## src/rtl/regfile_dbg_arb_if.sv

```systemverilog
// Signal bundle between the LC-3 core control, the debug requester, the arbiter
// and the 8x16 register file. The arbiter takes the slave side.
interface regfile_dbg_arb_if;
    logic        core_ld_reg;
    logic [1:0]  core_dr_mux;
    logic [1:0]  core_sr1_mux;
    logic [11:0] core_ir_slice;
    logic [15:0] core_bus;
    logic        core_at_fetch;
    logic        core_stall;
    logic        core_viol;

    logic        dbg_req;
    logic        dbg_we;
    logic [2:0]  dbg_idx;
    logic [15:0] dbg_wdata;
    logic        dbg_ack;
    logic [15:0] dbg_rdata;

    logic        rf_ld_reg;
    logic [1:0]  rf_dr_mux;
    logic [1:0]  rf_sr1_mux;
    logic [11:0] rf_ir_slice;
    logic [15:0] rf_bus;
    logic [15:0] rf_sr1_in;

    modport master (
        output core_ld_reg, core_dr_mux, core_sr1_mux, core_ir_slice, core_bus, core_at_fetch,
        input  core_stall, core_viol,
        output dbg_req, dbg_we, dbg_idx, dbg_wdata,
        input  dbg_ack, dbg_rdata,
        input  rf_ld_reg, rf_dr_mux, rf_sr1_mux, rf_ir_slice, rf_bus,
        output rf_sr1_in
    );

    modport slave (
        input  core_ld_reg, core_dr_mux, core_sr1_mux, core_ir_slice, core_bus, core_at_fetch,
        output core_stall, core_viol,
        input  dbg_req, dbg_we, dbg_idx, dbg_wdata,
        output dbg_ack, dbg_rdata,
        output rf_ld_reg, rf_dr_mux, rf_sr1_mux, rf_ir_slice, rf_bus,
        input  rf_sr1_in
    );
endinterface

```

## src/rtl/regfile_dbg_arb.sv

```systemverilog
// Shares the LC-3 register-file write port and SR1 read port between the core
// control FSM and a debug requester; debug accesses are granted at fetch boundaries.
module regfile_dbg_arb #(
    parameter int unsigned STALL_CYC    = 2,
    parameter int unsigned MIN_CORE_GAP = 4
) (
    input logic            clk,
    input logic            rst,
    regfile_dbg_arb_if.slave bus
);
    typedef enum logic [1:0] {
        ST_IDLE   = 2'd0,
        ST_STALL  = 2'd1,
        ST_ACCESS = 2'd2,
        ST_ACK    = 2'd3
    } state_t;

    localparam logic [3:0] STALL_LOAD = 4'(STALL_CYC - 1);
    localparam logic [3:0] GAP_LOAD   = 4'(MIN_CORE_GAP);

    state_t      state_r;
    state_t      state_next_s;
    logic [3:0]  stall_cnt_r;
    logic [3:0]  gap_cnt_r;
    logic [15:0] dbg_rdata_r;
    logic        core_viol_r;
    logic        grant_s;

    logic        core_stall_s;
    logic        dbg_ack_s;
    logic        rf_ld_reg_s;
    logic [1:0]  rf_dr_mux_s;
    logic [1:0]  rf_sr1_mux_s;
    logic [11:0] rf_ir_slice_s;
    logic [15:0] rf_bus_s;

    assign grant_s = bus.dbg_req && bus.core_at_fetch && (gap_cnt_r == 4'd0);

    // State register
    always_ff @(posedge clk) begin
        if (rst) begin
            state_r <= ST_IDLE;
        end else begin
            state_r <= state_next_s;
        end
    end

    // Next-state logic; a dropped request during the drain aborts without an access
    always_comb begin
        state_next_s = state_r;
        case (state_r)
            ST_IDLE: begin
                if (grant_s) begin
                    state_next_s = ST_STALL;
                end else begin
                    state_next_s = ST_IDLE;
                end
            end
            ST_STALL: begin
                if (!bus.dbg_req) begin
                    state_next_s = ST_IDLE;
                end else if (stall_cnt_r == 4'd0) begin
                    state_next_s = ST_ACCESS;
                end else begin
                    state_next_s = ST_STALL;
                end
            end
            ST_ACCESS: state_next_s = ST_ACK;
            ST_ACK:    state_next_s = ST_IDLE;
            default:   state_next_s = ST_IDLE;
        endcase
    end

    // Drain/gap counters, read capture and the sticky lockout flag
    always_ff @(posedge clk) begin
        if (rst) begin
            stall_cnt_r <= 4'd0;
            gap_cnt_r   <= 4'd0;
            dbg_rdata_r <= 16'd0;
            core_viol_r <= 1'b0;
        end else begin
            case (state_r)
                ST_IDLE: begin
                    if (grant_s) begin
                        stall_cnt_r <= STALL_LOAD;
                    end
                    if (gap_cnt_r != 4'd0) begin
                        gap_cnt_r <= gap_cnt_r - 4'd1;
                    end
                end
                ST_STALL: begin
                    if (stall_cnt_r != 4'd0) begin
                        stall_cnt_r <= stall_cnt_r - 4'd1;
                    end
                end
                ST_ACCESS: begin
                    if (!bus.dbg_we) begin
                        dbg_rdata_r <= bus.rf_sr1_in;
                    end
                end
                ST_ACK:  gap_cnt_r <= GAP_LOAD;
                default: gap_cnt_r <= gap_cnt_r;
            endcase
            if (((state_r == ST_ACCESS) || (state_r == ST_ACK)) && bus.core_ld_reg) begin
                core_viol_r <= 1'b1;
            end
        end
    end

    // Outputs: core pass-through except while the debug addressing owns the file
    always_comb begin
        core_stall_s  = 1'b0;
        dbg_ack_s     = 1'b0;
        rf_ld_reg_s   = bus.core_ld_reg;
        rf_dr_mux_s   = bus.core_dr_mux;
        rf_sr1_mux_s  = bus.core_sr1_mux;
        rf_ir_slice_s = bus.core_ir_slice;
        rf_bus_s      = bus.core_bus;
        case (state_r)
            ST_IDLE: begin
                core_stall_s = 1'b0;
            end
            ST_STALL: begin
                core_stall_s = 1'b1;
            end
            ST_ACCESS, ST_ACK: begin
                core_stall_s  = 1'b1;
                dbg_ack_s     = (state_r == ST_ACK);
                rf_dr_mux_s   = 2'b00;
                rf_sr1_mux_s  = 2'b00;
                rf_ir_slice_s = {bus.dbg_idx, 9'd0};
                if (bus.dbg_we) begin
                    rf_bus_s    = bus.dbg_wdata;
                    rf_ld_reg_s = (state_r == ST_ACCESS);
                end else begin
                    rf_bus_s    = 16'd0;
                    rf_ld_reg_s = 1'b0;
                end
            end
            default: begin
                core_stall_s = 1'b0;
            end
        endcase
    end

    assign bus.core_stall  = core_stall_s;
    assign bus.core_viol   = core_viol_r;
    assign bus.dbg_ack     = dbg_ack_s;
    assign bus.dbg_rdata   = dbg_rdata_r;
    assign bus.rf_ld_reg   = rf_ld_reg_s;
    assign bus.rf_dr_mux   = rf_dr_mux_s;
    assign bus.rf_sr1_mux  = rf_sr1_mux_s;
    assign bus.rf_ir_slice = rf_ir_slice_s;
    assign bus.rf_bus      = rf_bus_s;
endmodule

```

## src/flat_wrapper.sv

```systemverilog
// flat-port wrapper written by rule: the top's interface ports become plain ports
module regfile_dbg_arb_flat 
#(
    parameter int unsigned STALL_CYC    = 2,
    parameter int unsigned MIN_CORE_GAP = 4
)
  (clk, rst, bus_core_ld_reg, bus_core_dr_mux, bus_core_sr1_mux, bus_core_ir_slice, bus_core_bus, bus_core_at_fetch, bus_core_stall, bus_core_viol, bus_dbg_req, bus_dbg_we, bus_dbg_idx, bus_dbg_wdata, bus_dbg_ack, bus_dbg_rdata, bus_rf_ld_reg, bus_rf_dr_mux, bus_rf_sr1_mux, bus_rf_ir_slice, bus_rf_bus, bus_rf_sr1_in);
  regfile_dbg_arb_if bus_i ();
  input logic clk;
  input logic rst;
  input wire logic [$bits(bus_i.core_ld_reg)-1:0] bus_core_ld_reg;
  input wire logic [$bits(bus_i.core_dr_mux)-1:0] bus_core_dr_mux;
  input wire logic [$bits(bus_i.core_sr1_mux)-1:0] bus_core_sr1_mux;
  input wire logic [$bits(bus_i.core_ir_slice)-1:0] bus_core_ir_slice;
  input wire logic [$bits(bus_i.core_bus)-1:0] bus_core_bus;
  input wire logic [$bits(bus_i.core_at_fetch)-1:0] bus_core_at_fetch;
  output wire logic [$bits(bus_i.core_stall)-1:0] bus_core_stall;
  output wire logic [$bits(bus_i.core_viol)-1:0] bus_core_viol;
  input wire logic [$bits(bus_i.dbg_req)-1:0] bus_dbg_req;
  input wire logic [$bits(bus_i.dbg_we)-1:0] bus_dbg_we;
  input wire logic [$bits(bus_i.dbg_idx)-1:0] bus_dbg_idx;
  input wire logic [$bits(bus_i.dbg_wdata)-1:0] bus_dbg_wdata;
  output wire logic [$bits(bus_i.dbg_ack)-1:0] bus_dbg_ack;
  output wire logic [$bits(bus_i.dbg_rdata)-1:0] bus_dbg_rdata;
  output wire logic [$bits(bus_i.rf_ld_reg)-1:0] bus_rf_ld_reg;
  output wire logic [$bits(bus_i.rf_dr_mux)-1:0] bus_rf_dr_mux;
  output wire logic [$bits(bus_i.rf_sr1_mux)-1:0] bus_rf_sr1_mux;
  output wire logic [$bits(bus_i.rf_ir_slice)-1:0] bus_rf_ir_slice;
  output wire logic [$bits(bus_i.rf_bus)-1:0] bus_rf_bus;
  input wire logic [$bits(bus_i.rf_sr1_in)-1:0] bus_rf_sr1_in;
  assign bus_i.core_ld_reg = bus_core_ld_reg;
  assign bus_i.core_dr_mux = bus_core_dr_mux;
  assign bus_i.core_sr1_mux = bus_core_sr1_mux;
  assign bus_i.core_ir_slice = bus_core_ir_slice;
  assign bus_i.core_bus = bus_core_bus;
  assign bus_i.core_at_fetch = bus_core_at_fetch;
  assign bus_core_stall = bus_i.core_stall;
  assign bus_core_viol = bus_i.core_viol;
  assign bus_i.dbg_req = bus_dbg_req;
  assign bus_i.dbg_we = bus_dbg_we;
  assign bus_i.dbg_idx = bus_dbg_idx;
  assign bus_i.dbg_wdata = bus_dbg_wdata;
  assign bus_dbg_ack = bus_i.dbg_ack;
  assign bus_dbg_rdata = bus_i.dbg_rdata;
  assign bus_rf_ld_reg = bus_i.rf_ld_reg;
  assign bus_rf_dr_mux = bus_i.rf_dr_mux;
  assign bus_rf_sr1_mux = bus_i.rf_sr1_mux;
  assign bus_rf_ir_slice = bus_i.rf_ir_slice;
  assign bus_rf_bus = bus_i.rf_bus;
  assign bus_i.rf_sr1_in = bus_rf_sr1_in;
  regfile_dbg_arb #(.STALL_CYC(STALL_CYC), .MIN_CORE_GAP(MIN_CORE_GAP)) u_core (.clk(clk), .rst(rst), .bus(bus_i));
endmodule
```

## config.mk

```make
export PLATFORM = sky130hd
export DESIGN_NAME = regfile_dbg_arb_flat
export DESIGN_NICKNAME = d
export VERILOG_FILES = /design/src/rtl/regfile_dbg_arb_if.sv /design/src/rtl/regfile_dbg_arb.sv /design/src/flat_wrapper.sv
export SDC_FILE = /design/constraint.sdc
export NUM_CORES = 1
export LEC_CHECK = 0
export ABC_AREA = 1
export CAP_MARGIN = 0
export CORE_MARGIN = 5
export CORE_UTILIZATION = 33
export CTS_CLUSTER_DIAMETER = 100
export DETAILED_ROUTE_END_ITERATION = 8
export GPL_TIMING_DRIVEN = 0
export PLACE_DENSITY = 0.77
export REMOVE_ABC_BUFFERS = 1
export SYNTH_ARGS = -nofsm -noshare
export SYNTH_HDL_FRONTEND = slang
export SYNTH_SLANG_ARGS = --single-unit
export TNS_END_PERCENT = 1
```

## constraint.sdc

```tcl
create_clock -name clk -period 1.9 [get_ports clk]
set_clock_uncertainty 0.15 [all_clocks]
set_input_delay 0.285 -clock clk [delete_from_list [all_inputs] [get_ports clk]]
set_output_delay 0.285 -clock clk [all_outputs]
set_load 0.02 [all_outputs]
```

* After elaboration in Yosys (flattened, before gate mapping) *
Cells that the tools add are included.

operators by class
  add/subtract/negate cells = 2
  equal/unequal tests = 6
  mux-type cells = 18
  bitwise logic cells = 1
  reductions and logical operators = 16

operator list
  cell                   number
  $mux W16               2
  $pmux W4 S2            2
  $mux W12               1
  $mux W4                3
  $logic_not A4 Y1       2
  $mux W2                4
  $pmux W2 S4            1
  $reduce_bool A4 Y1     2
  $sub A4 B1 Y4 const B  2
  $ne A2 B1 Y1 const B   3
  $eq A2 B2 Y1 const B   2
  $mux W1                4
  $reduce_and A2 Y1      2
  $reduce_bool A2 Y1     2
  $logic_and A1 B1 Y1    3
  $reduce_and A3 Y1      1
  $reduce_or A3 Y1       1
  $eq A2 B1 Y1 const B   1
  $logic_not A2 Y1       1
  $pmux W1 S2            1
  $reduce_or A2 Y1       1
  $logic_or A1 B1 Y1     1
  $not A1 Y1             1

storage, ports and cells
  bits in registers = 27
  bits of input ports = 73
  output and inout bits = 52

* Longest topological paths before layout *
Gate-level depths: netlist (run 1).

  depth in word-level cells = 4
  gate-level depth with buffers = 8

* Worst setup path after synthesis (run 1) *
Ideal clock, no wire load.

  path type = input to output
  from = input bus_dbg_we
  to = output bus_rf_ld_reg
  data arrival time = 1.224 ns
  slack = 0.241 ns
  cell stages on the path = 4
  buffers on the path = 2
  cell sequence = buf_2 > inv_2 > buf_1 > o21ai_0

between the ends
  word-level cells in the longest chain between the ends = 2

ends and longest elaborated chain
  element             line                    source
  start: declaration  flat_wrapper.sv:20      input wire logic [$bits(bus_i.dbg_we)-1:0] bus_dbg_we;
  $mux W1             regfile_dbg_arb.sv:132  if (bus.dbg_we) begin
  $mux W1             regfile_dbg_arb.sv:119  case (state_r)
  end: declaration    flat_wrapper.sv:25      output wire logic [$bits(bus_i.rf_ld_reg)-1:0] bus_rf_ld_reg;

Every way passes these cells.

==> impl_metrics.sql, run 1 <==
INSERT INTO impl_metrics (metric_group, metric, value, unit) VALUES
('run_status', 'status', 'finished with violations', ''),
('run_status', 'failed_checks', 'negative setup slack', ''),
('place', 'placement.io_buffers', '124', ''),
('global_routing', 'maximum_number_of_pins_on_one_net_before_global_route_repair', '26', ''),
('synth', 'ys_seq_area_share', '34.0', '%'),
('global_routing', 'grt_remaining_overflow', '0', ''),
('power_and_ir_drop', 'power-per-cell-area', '632', 'nW/um^2'),
('sta', 'finalCritPeriodShare', '106', '%'),
('route', 'drt_pass1_iterations', '4', ''),
('setup_path', 'critPathArrivalTime', '1.58', 'ns'),
('setup_path', 'worst_case_register_to_register_setup_slack', '0.28', 'ns'),
('place', 'detailed_place.area', '2840', 'um^2'),
('sta', 'post_layout_worst_setup_margin', '-0.115', 'ns'),
('floorplan', 'core.rowCount', '25', ''),
('route', 'drt-vias-per-instance', '4.66', ''),
('final_layout', 'layout-area-overhead-vs-synth', '82.3', '%'),
('clock_tree', 'clock_h_tree_levels', '1', ''),
('clock_tree', 'cts_buffers', '3', ''),
('synth', 'synthTopCellsByArea', 'dfxtp_1 34%, nand2_1 18%, nand3_1 13%', ''),
('setup_path', 'timing.setup.critical_path_class', 'flip-flop to output pin', ''),
('clock_tree', 'cts.reportedPaths.clkPinSlew', '0.09', 'ns'),
('floorplan', 'die_width', '79.4', 'um'),
('clock_tree', 'cts_tree', 'yes', ''),
('route', 'dr.first_iter.drc_count', '53', ''),
('floorplan', 'die_h', '79.4', 'um'),
('floorplan', 'fp.dieArea', '6300', 'um^2'),
('setup_path', 'cp.required', '1.46', 'ns'),
('final_layout', 'final_design_area_no_fill', '2900', 'um^2'),
('sta', 'grt_setup_unrepaired', 'yes', ''),
('setup_path', 'critical_path.cell_chain', 'inv_6 > nand2_1 > nand2_1 > clkdlybuf4s50_1', ''),
('setup_path', 'regToRegEndpoint', 'u_core.bus.dbg_rdata[5]$_SDFFE_PP0P_', ''),
('sta', 'slew_viol_final', '0', ''),
('setup_path', 'top_cell_by_count_worst_path', 'nand2_1', ''),
('sta', 'final.hold.worst_slack', '0.313', 'ns'),
('setup_path', 'critPathMaxStageDelay', '0.59', 'ns'),
('place', 'place_ws', '-1.41', 'ns'),
('job', 'drv_cap', '0', ''),
('final_layout', 'num-nets-final', '450', ''),
('setup_path', 'worstPathMaxFanout', '22', ''),
('synth', 'synthesis.instances', '252', ''),
('synth', 'synthesized_flop_and_latch_total', '27', ''),
('global_routing', 'first_global_vias', '1941', ''),
('route', 'post_route_drc', '0', ''),
('place', 'hpwlAfterDp', '4450', 'um'),
('worst_hold_path', 'hold_class', 'flip-flop to flip-flop', ''),
('floorplan', 'core-area', '4690', 'um^2'),
('sta', 'fmax', '496', 'MHz'),
('synth', 'post_synthesis_instance_area', '1590', 'um^2'),
('sta', 'worst_pin_slew', '0.916', 'ns'),
('setup_path', 'crit_slowest_cell', 'clkdlybuf4s50_1', ''),
('synth', 'synth_cell_types', '25', ''),
('setup_path', 'ff2ff_path_depth', '6', ''),
('floorplan', 'boundaryPins', '125', ''),
('power_and_ir_drop', 'vdd.ir_drop.worst', '0.586', 'mV'),
('final_layout', 'final_util', '61.7', '%'),
('sta', 'timing.max_slew.rel_slack', '38.7', '%'),
('setup_path', 'critPathCaptureType', 'output pin', ''),
('final_layout', 'antenna-diode-count', '0', ''),
('final_layout', 'commonest_cells_after_routing_fill_and_taps_aside', '90 x clkdlybuf4s50_1, 75 x nand2_1, 41 x nand3_1', ''),
('clock_tree', 'clockBufferDepth', '2', ''),
('global_routing', 'global_route_usage_over_all_layers', '17.9', '%'),
('floorplan', 'initial_utilization', '33.9', '%'),
('sta', 'timing.final.hold_violations', '0', ''),
('route', 'ant_nets', '0', ''),
('synth', 'synth.largest_area_cell', 'dfxtp_1', ''),
('synth', 'synth_top_area_share', '34.0', '%'),
('route', 'vias', '1987', ''),
('sta', 'finalSetupViolCount', '2', ''),
('setup_path', 'bufs_and_invs_on_worst_path', '2', ''),
('synth', 'synth_area_per_cell', '6.31', 'um^2'),
('clock_tree', 'root_driver', 'clkbuf_8', '');
## sequential cells by signal (all words and copies together) (netlist names), named ones only
name,flops
u_core.state_r,1
u_core.bus.dbg_rdata,16
u_core.stall_cnt_r,4
u_core.gap_cnt_r,4
u_core.bus.core_viol,1
## stage by stage
step | total power [W] | std cells | setup TNS [ns]
floorplan | 0.00116 | 238 | -3.85
global placement | 0.00156 | 416 | -45.61
detailed placement | 0.00157 | 416 | -44.63
CTS | 0.00186 | 426 | -0.403
global route | 0.00199 | 426 | -0.415
finish | 0.00183 | 426 | -0.223
## routing by layer
metal,vias up,GRT usage [%],part of all wire (%)
met1,873,23.1,45
met3,2,4.40,9.0
met4,0,1.72,0.59
li1,1030,-,-
met2,82,31.4,46
met5,-,0,0
## Yosys cell counts (all sizes together)
cell,count
a21oi,25
buf,9
clkbuf,5
dfxtp,27
ha,4
inv,28
nand2,79
nand3,41
nand4,1
nor2,25
o21ai,4
or2,2
xnor2,1
xor2,1
## worst max-delay path by stage
stage                           endpoint  cells after the start  startpoint
after CTS                 bus_rf_bus[14]                      4   flip-flop
final                     bus_rf_bus[13]                      4   flip-flop
after detailed placement   bus_rf_ld_reg                      5   flip-flop
after global placement     bus_rf_ld_reg                      5   flip-flop
after global routing      bus_rf_bus[13]                      4   flip-flop
after floorplan            bus_rf_ld_reg                      4   flip-flop
## where the power goes
group          switching (W)  total (W)  internal [W]
Clock               0.000162   0.000311      0.000150
Sequential         0.0000416   0.000661      0.000619
Combinational       0.000467   0.000858      0.000391
## worst min-delay path: cells and delay by family (launching register included)
kind	cells	cell delay (ns)
flip-flops	1	0.32
AND/OR/NAND/NOR	1	0.06
AO/OA/AOI/OAI	1	0.05
## final cells by class
| cell class | count | area, um^2 |
|---|---|---|
| Fill cell | 447 | 1800 |
| Inverter | 28 | 110 |
| Clock buffer | 4 | 45.0 |
| Multi-Input combinational cell | 183 | 881 |
| Tap cell | 54 | 67.6 |
| Timing Repair Buffer | 130 | 1250 |
| Sequential cell | 27 | 546 |
## kinds of logic after synthesis
kind of cell,after synthesis,synth area share (%)
xor gates and xnor gates,2,1.10
DFF,27,34.0
buffers and inverters,42,10.6
and+or+nand+nor,148,41.8
adders and majority gates,4,3.15
AOI/OAI and AO/OA,29,9.37
## what timing repair did
item | 4_1_cts | 5_1_grt
resized for setup | 44 | 2
hold buffers | 0 | 0
endpoints found under the setup margin | 61 | 4
pin swaps | 1 | 0
buffers inserted | 6 | 0
No activity file was read; power rests on OpenSTA's default activity.
==> inputs of run 2 (changes only) <==
CAP_MARGIN = 20   (was 0)
CTS_CLUSTER_DIAMETER = 30   (was 100)
==> impl_metrics.sql, run 2 (synthesis gave the netlist of run 1 again) <==
INSERT INTO impl_metrics (metric_group, metric, value, unit) VALUES
('floorplan', 'core-area', '4690', 'um^2'),
('power_and_ir_drop', 'power.sequential.fraction', '36.0', '%'),
('worst_hold_path', 'min_from', 'u_core.bus.dbg_rdata[15]$_SDFFE_PP0P_', ''),
('setup_path', 'worstPathMaxFanout', '14', ''),
('global_routing', 'maximum_number_of_pins_on_one_net_before_global_route_repair', '26', ''),
('run_status', 'status', 'completed', ''),
('setup_path', 'regToRegEndpoint', 'u_core.bus.dbg_rdata[8]$_SDFFE_PP0P_', ''),
('route', 'detail_route.wl_per_cell', '13.3', 'um'),
('final_layout', 'layout-area-overhead-vs-synth', '81.7', '%'),
('clock_tree', 'cts_tree', 'yes', ''),
('floorplan', 'die_h', '79.4', 'um'),
('route', 'drt_pass1_iterations', '4', ''),
('setup_path', 'critPathLaunchType', 'flip-flop', ''),
('clock_tree', 'cts.reportedPaths.clkPinSlew', '0.09', 'ns'),
('floorplan', 'initial_utilization', '33.9', '%'),
('setup_path', 'worst_case_register_to_register_setup_slack', '0.32', 'ns'),
('clock_tree', 'clock_sink_count', '27', ''),
('clock_tree', 'cts_buffers', '3', ''),
('power_and_ir_drop', 'vdd.ir_drop.worst', '0.513', 'mV'),
('place', 'hpwlAfterDp', '4450', 'um'),
('clock_tree', 'clock_h_tree_levels', '1', ''),
('final_layout', 'final_design_area_no_fill', '2890', 'um^2'),
('floorplan', 'fp.dieArea', '6300', 'um^2'),
('place', 'placement.io_buffers', '124', ''),
('route', 'dr.first_iter.drc_count', '53', ''),
('power_and_ir_drop', 'clockPowerShare', '17.2', '%'),
('clock_tree', 'clock_latency', '0.26', 'ns'),
('final_layout', 'commonest_cells_after_routing_fill_and_taps_aside', '88 x clkdlybuf4s50_1, 75 x nand2_1, 41 x nand3_1', ''),
('setup_path', 'critPathCaptureType', 'output pin', ''),
('global_routing', 'grt_remaining_overflow', '0', ''),
('final_layout', 'largest_register_ffs', '16', ''),
('setup_path', 'cp.required', '1.46', 'ns'),
('floorplan', 'core.rowCount', '25', ''),
('worst_hold_path', 'holdPathStages', '2', ''),
('power_and_ir_drop', 'p_sw', '0.000673', 'W'),
('sta', 'grt_setup_unrepaired', 'no', ''),
('worst_hold_path', 'hold_class', 'flip-flop to flip-flop', ''),
('global_routing', 'first_global_vias', '1874', ''),
('job', 'drv_cap', '0', ''),
('final_layout', 'antenna-diode-count', '0', ''),
('power_and_ir_drop', 'proportion_of_total_power_due_to_net_switching', '36.7', '%'),
('sta', 'final_min_period', '1.80', 'ns'),
('sta', 'finalCritPeriodShare', '94.9', '%'),
('route', 'ant_nets', '0', ''),
('sta', 'worst_pin_slew', '0.931', 'ns'),
('sta', 'finalSetupViolCount', '0', ''),
('floorplan', 'die_width', '79.4', 'um'),
('power_and_ir_drop', 'power-per-cell-area', '635', 'nW/um^2'),
('final_layout', 'layout-drive-gt1-share', '6.49', '%'),
('setup_path', 'timing.setup.critical_path_class', 'flip-flop to output pin', ''),
('worst_hold_path', 'hold_end', 'u_core.bus.dbg_rdata[15]$_SDFFE_PP0P_', ''),
('sta', 'slew_viol_final', '0', ''),
('place', 'dpl.cell_count', '417', ''),
('sta', 'final.hold.worst_slack', '0.312', 'ns'),
('final_layout', 'num-nets-final', '448', ''),
('sta', 'timing.max_slew.rel_slack', '37.8', '%'),
('power_and_ir_drop', 'combinationalPowerShare', '46.8', '%'),
('global_routing', 'grt_first_pass_wirelength', '8980', 'um'),
('clock_tree', 'clockBufferDepth', '2', ''),
('clock_tree', 'post_cts_hold_buffer_count', '0', ''),
('route', 'drt-vias-per-instance', '4.71', ''),
('sta', 'timing.final.hold_violations', '0', ''),
('final_layout', 'finalNonFillerCells', '424', ''),
('power_and_ir_drop', 'cellInternalPower', '0.00116', 'W'),
('route', 'post_route_drc', '0', ''),
('global_routing', 'grt_antenna_before_repair', '0', ''),
('final_layout', 'layout_commonest_cell', 'clkdlybuf4s50_1', ''),
('power_and_ir_drop', 'cellLeakagePower', '1.32', 'nW'),
('route', 'vias', '1995', ''),
('route', 'drt-total-wl', '5640', 'um'),
('setup_path', 'ff2ff_path_depth', '6', ''),
('clock_tree', 'root_driver', 'clkbuf_8', ''),
('final_layout', 'n_fill_cell', '456', ''),
('place', 'detailed_place.area', '2870', 'um^2'),
('floorplan', 'boundaryPins', '125', ''),
('global_routing', 'global_route_usage_over_all_layers', '17.4', '%'),
('setup_path', 'critPathArrivalTime', '1.37', 'ns'),
('sta', 'fmax', '555', 'MHz'),
('place', 'finalWeightedCongestion', '0.802', '');
run 2: changes by cell type in the layout (fill, tap and decap cells not counted):
cell / previous run / this run
buf_4: 5 / 3
clkdlybuf4s50_1: 90 / 88
buf_16: 0 / 1
buf_8: 1 / 0
clkbuf_2: 0 / 1
dlygate4sd2_1: 31 / 32
run 2: power by group through the flow:
stage               Combinational, W  Sequential [W]  Clock [W]
finish                      0.000858        0.000659   0.000316
global route                0.000960        0.000668   0.000353
CTS                         0.000866        0.000658   0.000327
detailed placement          0.000900        0.000679          0
global placement            0.000871        0.000686          0
floorplan                   0.000473        0.000686          0
run 2: worst max-delay path by stage:
| stage | end |
|---|---|
| global placement | bus_rf_ld_reg |
| floorplan | bus_rf_ld_reg |
| detailed placement | bus_rf_ld_reg |
| CTS | bus_rf_ld_reg |
| finish | bus_rf_bus[1] |
| global route | bus_rf_ir_slice[9] |
run 2: area by class of cell:
| type | count | area (um^2) | area share [%] |
|---|---|---|---|
| clock buffer | 4 | 45.0 | 1.56 |
| timing repair buffer | 128 | 1240 | 42.9 |
| tap | 54 | 67.6 | 2.34 |
| inverter | 28 | 110 | 3.81 |
| multi-input combinational | 183 | 881 | 30.5 |
| sequential | 27 | 546 | 18.9 |
run 2: timing repair:
item / in CTS / in global routing
resized for setup: 43 / 7
pin swaps: 0 / 1
endpoints found under the hold margin: 0 / 0
setup buffers: 2 / 1
setup endpoints to repair: 61 / 3
run 2: routing by layer:
metal	up-vias	share of wire (%)	routed length, um	GRT usage (%)
met2	82	46	2600	31.0
met4	0	0.57	32	1.72
li1	1024	-	-	-
met5	-	0	0	0
met1	887	45	2510	21.6
met3	2	8.7	491	4.85
run 2: critical path, cell delays in order (launching register included):
cell           delay, ns
dfxtp_4             0.40
buf_4               0.21
nand3_1             0.09
nand2_1             0.07
dlygate4sd2_1       0.33
run 2: stage by stage:
stage | util [%] | setup TNS, ns | setup WS (ns) | power [W]
after floorplan | - | -3.85 | -0.567 | 0.00116
after global placement | 60.5 | -45.61 | -1.43 | 0.00156
after detailed placement | 61.1 | -21.63 | -0.933 | 0.00158
after CTS | 61.7 | -0.268 | -0.138 | 0.00185
after global routing | 61.5 | 0 | 0.0170 | 0.00198
final | 61.5 | 0 | 0.0975 | 0.00183
